### src/rtl/acc_bank_drain.sv
// Drains one accumulator bank column to the PPU over a valid/ready stream.
// Optional clear-on-read (zero each row as it is read): define ACC_DRAIN_CLEAR_EN.
module acc_bank_drain #(
  parameter int ACC_WIDTH = 32,
  parameter int DEPTH     = 12,
  parameter int ADDR_W    = 4
) (
  input  logic                 clk,
  input  logic                 rst,
  input  logic                 start,
  input  logic [ADDR_W:0]      num_rows,
  output logic                 busy,
  output logic                 done,
  output logic [ADDR_W-1:0]    bank_addr,
  input  logic [ACC_WIDTH-1:0] bank_rd_data,
  output logic                 bank_wr_en,
  output logic                 bank_acc_mode,
  output logic [ACC_WIDTH-1:0] bank_wdata,
  output logic                 out_valid,
  input  logic                 out_ready,
  output logic [ACC_WIDTH-1:0] out_data,
  output logic [ADDR_W-1:0]    out_row,
  output logic                 out_last
);

  typedef enum logic [1:0] {
    IDLE,
    READ,
    FLUSH,
    DONE
  } state_t;

  localparam logic [ADDR_W:0] DEPTH_W = (ADDR_W+1)'(DEPTH);

  state_t            state;
  logic [ADDR_W-1:0] idx;
  logic [ADDR_W-1:0] last_idx;
  logic [ADDR_W:0]   rows_c;
  logic [ADDR_W:0]   rows_m1;
  logic              load;
  logic              is_last;

  assign rows_c  = (num_rows > DEPTH_W) ? DEPTH_W : num_rows;
  assign rows_m1 = rows_c - 1'b1;
  assign load    = !out_valid || out_ready;
  assign is_last = (idx == last_idx);

  assign busy          = (state != IDLE);
  assign bank_addr     = idx;
  assign bank_acc_mode = 1'b0;
  assign bank_wdata    = '0;

`ifdef ACC_DRAIN_CLEAR_EN
  // Reset cycle must not clear a row whose value was never captured.
  assign bank_wr_en = (state == READ) && load && !rst;
`else
  assign bank_wr_en = 1'b0;
`endif

  always_ff @(posedge clk) begin
    if (rst) begin
      state     <= IDLE;
      idx       <= '0;
      last_idx  <= '0;
      done      <= 1'b0;
      out_valid <= 1'b0;
      out_last  <= 1'b0;
      out_data  <= '0;
      out_row   <= '0;
    end else begin
      done <= 1'b0;
      unique case (state)
        IDLE: begin
          if (start) begin
            last_idx <= rows_m1[ADDR_W-1:0];
            if (rows_c == '0) begin
              state <= DONE;
              done  <= 1'b1;
            end else begin
              state <= READ;
              idx   <= '0;
            end
          end
        end
        READ: begin
          if (load) begin
            out_data  <= bank_rd_data;
            out_row   <= idx;
            out_valid <= 1'b1;
            out_last  <= is_last;
            if (is_last) state <= FLUSH;
            else         idx   <= idx + 1'b1;
          end
        end
        FLUSH: begin
          if (out_valid && out_ready) begin
            out_valid <= 1'b0;
            out_last  <= 1'b0;
            state     <= DONE;
            done      <= 1'b1;
          end
        end
        DONE: begin
          state <= IDLE;
        end
        default: state <= IDLE;
      endcase
    end
  end

endmodule

### config.mk
export PLATFORM = sky130hd
export DESIGN_NAME = acc_bank_drain
export DESIGN_NICKNAME = d
export VERILOG_FILES = /design/src/rtl/acc_bank_drain.sv
export SDC_FILE = /design/constraint.sdc
export NUM_CORES = 1
export LEC_CHECK = 0
export ABC_CLOCK_PERIOD_IN_PS = 2700
export BUFFER_PORTS_ARGS = -buffer_cell sky130_fd_sc_hd__buf_2
export CORE_UTILIZATION = 35
export DETAILED_ROUTE_END_ITERATION = 10
export SLEW_MARGIN = 25
export SYNTH_ARGS = -nofsm -noshare
export SYNTH_HDL_FRONTEND = slang
export SYNTH_SLANG_ARGS = --single-unit
### constraint.sdc
create_clock -name clk -period 2.7 [get_ports clk]
set_clock_uncertainty 0.1 [all_clocks]
set_input_delay 0.135 -clock clk [delete_from_list [all_inputs] [get_ports clk]]
set_output_delay 0.135 -clock clk [all_outputs]
set_load 0.02 [all_outputs]
==> metrics.md <==
| Metric | Value |
|---|---|
| Status | finished, final reports clean |
| Ant. Diodes | 0 |
| Power density over the cells | 801 nW/µm² |
| Clock root cell | clkbuf_8 |
| IO Count | between 100 and 150 |
| Synth area leaders | dfxtp_1 43%, nand2_1 13%, buf_4 11% |
| DRC | 0 |
| Pre-CTS WS | about 0.6 ns |
| Max Freq | roughly 500 MHz |
| CP peak stage delay | around 0.52 ns |
| Initial antenna violation count | 0 |
| Peak VDD IR | 336 µV |
| Unique masters post-synth | 33 |
| Yosys top cell area share | between 40% and 50% |
| Buf+Inv Stages, Crit Path | 2 |
| Post-CTS sizing | 0 |
| FILL cells | 579 |
| Vias per cell | roughly 4.5 |
| Gr usage total | between 15 and 20% |
| Hold Path Sink | last_idx[3]$_SDFFE_PP0P_ |
| Worst flop-to-flop path endpoint | out_row[1]$_SDFFE_PP0P_ |
| Clk pin slew, worst setup/hold paths | approximately 0.090 ns |
| Worst-Skew Late Latency | about 0.31 ns |
| Gpl congestion | between 0.7 and 0.8 |
| Layout cell share with drive strength beyond 1 | 24.1% |
| WS Path Type | primary input to register |
| 1st-iter DRT viols | 56 |
| Port Buffer Count | 84 |
| Worst reg2reg path startpoint | state[1]$_SDFFE_PP0P_ |
| Dpl hpwl | 3.54 mm |
| CP Capture Type | register |
| Worst Max-Slew Pin Slew | 0.950 ns |
| WP data arrival | between 2 and 2.5 ns |
| First-pass GRT wire length | 8.40 mm |
| Worst slew margin | 36.7% |
| Final worst-path setup slack | a little over 0.7 ns |
| Slowest cell on the critical path | dlygate4sd3_1 |
| Final Slew Violations | 0 |
| Most used routing layer | met2 |
| Placement Rows | 28 |
| Longest Clk Path Bufs | 2 |
| CP required | roughly 2.8 ns |
| Max_cap viols | 0 |
| Critical path peak fanout | 4 |
| Synth Register Bits | just under 50 |
| CTS tree | yes |
| Worst r2r path cells | 6 |
| Die span in y | 82.6 µm |
| Mapped Avg Cell Area | about 8.0 µm² |
| Vias in the first global route | approximately 1900 |
| CP cell instances | dlygate4sd3_1 > buf_2 > nand2_1 > ha_1 > nor4b_1 > o21a_1 > or4_4 > o32ai_1 |
| Pleak | 1.44 nW |
| Yosys synthesis warning count | 0 |
| Seq/Total Area, Yosys | 43.1% |
| Setup tns final | 0 ns |
| Grt total ovfl | 0 |
| M3 GR Usage | 4.84% |
| Startpoint types | primary input |
| Routed len/inst | 11.5 µm |
| RSZ-0062 raised after global routing | false |
| Fin. Hold Viols | 0 |
| Met1 GRT Util | ~18% |
| Endpoints failing setup | 0 |
| Hold-critical path depth | 3 |
| R2R setup slack | between 0.7 and 0.8 ns |
| CTS buffer count | 5 |
| Worst hold-check path type | primary input to register |
| Routed WL | around 5.4 mm |
| Met2 Use GR | roughly 30% |
| Total core area | ~6100 µm² |
| Post-CTS setup buffers | 0 |
| First-pass DRT Iterations | 4 |
| Worst hold start | num_rows[4] |
| Final Critical Period | between 1.5 and 2 ns |
| Crit share post-route | about three quarters |
| Starting Density | between 30 and 40% |
| Crit path max-delay family | simple AND/OR/NAND/NOR gates |
| Synthesized instance count | approximately 280 |
| Clock Sink Count | between 40 and 50 |
| Antenna Nets Post-Route | 0 |
| Leading area contributor after synthesis | dfxtp_1 |
| Die ar. | ~7000 µm² |
| Final net count | approximately 440 |
| Largest net degree at the start of global routing | 54 |
| Vias | ~2100 |
| Mapped cell area | 2270 µm² |
| Die X | roughly 83 µm |
| H-tree Lvls | 2 |
| Syn-to-layout area delta | 34.0% |
==> metrics by stage <==
stage / cells / power [W] / area [µm²] / hold slack [ns] / utilization [%]
CTS: 473 / 0.00247 / 3050 / 0.0592 / 50.0
detailed placement: 432 / 0.00199 / 2630 / 0.264 / 43.1
global placement: 432 / 0.00198 / 2630 / 0.268 / 43.1
global route: 473 / 0.00263 / 3050 / 0.0884 / 50.0
finish: 473 / 0.00244 / 3050 / 0.0710 / 50.0
floorplan: 317 / 0.00172 / 2400 / 0.137 / -
==> repair_timing <==
action,in CTS,in global routing
hold buffers,33,0
hold endpoints to repair,33,0
setup endpoints to repair,0,0
==> sequential cells by signal, summed over array words and instances, names as in the netlist <==
| signal | flops |
|---|---|
| bank_addr | 4 |
| last_idx | 4 |
| out_last | 1 |
| out_row | 4 |
| out_data | 32 |
| state | 2 |
| done | 1 |
| out_valid | 1 |
==> layout make-up <==
| type | instances | area (µm²) | share of cell area [%] |
|---|---|---|---|
| clock buffers | 6 | 72.6 | 2.38 |
| clock inverters | 2 | 13.8 | 0.452 |
| inverters | 6 | 22.5 | 0.739 |
| multi-input cells | 215 | 1090 | 35.8 |
| flip-flops and latches | 49 | 981 | 32.2 |
| well taps | 75 | 93.8 | 3.08 |
| repair buffers | 120 | 773 | 25.4 |
==> power breakdown <==
part	leakage, nW	switching (W)	internal [W]
clock network	0.0456	0.000251	0.000185
registers	0.400	0.0000894	0.000877
logic	0.990	0.000673	0.000365
==> layer usage <==
layer	wire length, µm	share of wire (%)	vias up
li1	-	-	1096
met1	2380	44	946
met2	2580	48	85
met3	399	7.3	5
met4	68	1.3	0
met5	0	0	-
==> layout by cell type (no fill, tap or decap), types with 2 or more instances in the layout <==
cell type and n:
or2b_1 2, xor2_1 5, o21ai_0 3, nor2_1 13, a21oi_1 41, o41ai_1 3, dfxtp_1 49, nand2b_1 3
nor2b_1 2, clkbuf_8 5, a211oi_1 3, o22ai_1 2, mux2i_1 3, buf_4 3, and2_1 3, nand3b_1 2
o32ai_1 2, inv_1 6, a2111oi_0 2, ha_1 6, nand2_1 76, conb_1 34, buf_2 84, dlygate4sd3_1 33
==> worst max-delay path by stage <==
stage                           from                   endpoint  slack (ns)  depth (start not counted)
2_1_floorplan            num_rows[3]  bank_addr[3]$_SDFFE_PP0P_        0.89                          7
3_3_place_gp             num_rows[3]  bank_addr[3]$_SDFFE_PP0P_        0.69                          8
3_5_place_dp             num_rows[3]  bank_addr[3]$_SDFFE_PP0P_        0.59                          8
4_1_cts        state[1]$_SDFFE_PP0P_    out_row[1]$_SDFFE_PP0P_        0.65                          6
5_1_grt        state[1]$_SDFFE_PP0P_   out_data[1]$_SDFFE_PP0P_        0.53                          6
6_report                 num_rows[0]  bank_addr[3]$_SDFFE_PP0P_        0.71                          8
==> cell families after synthesis <==
kind of cell | after synthesis | synth area share [%]
AND/OR/NAND/NOR | 106 | 19.8
adder cells (fa/ha/maj) | 6 | 3.30
flip-flops | 49 | 43.1
XOR/XNOR | 6 | 2.31
multiplexers | 3 | 1.32
buffers and inverters | 53 | 14.4
AO/OA/AOI/OAI | 60 | 15.6
other | 1 | 0.165
==> synth_stat cells <==
library cell / number
o21a_1: 1
nor4b_1: 1
and2_1: 3
o32ai_1: 2
nand3_1: 1
nand3b_1: 2
o41ai_1: 3
a211oi_1: 3
nor3_1: 1
xor2_1: 5
nand2_1: 76
a21oi_1: 41
dfxtp_1: 49
a311oi_1: 1
nor2_1: 13
or2b_1: 2
a32oi_1: 1
buf_4: 34
o41a_2: 1
xnor2_1: 1
mux2i_1: 3
clkbuf_1: 11
nor2b_1: 2
inv_1: 6
conb_1: 1
nand2b_1: 3
nor4_1: 1
or4_4: 1
buf_1: 2
ha_1: 6
a2111oi_0: 2
o22ai_1: 2
o21ai_0: 3
==> tightest hold or removal path: stages <==
cell and delay [ns]:
buf_2 0.12, nor2_1 0.10, a211oi_1 0.07
Power figures use the tool's default switching activity.
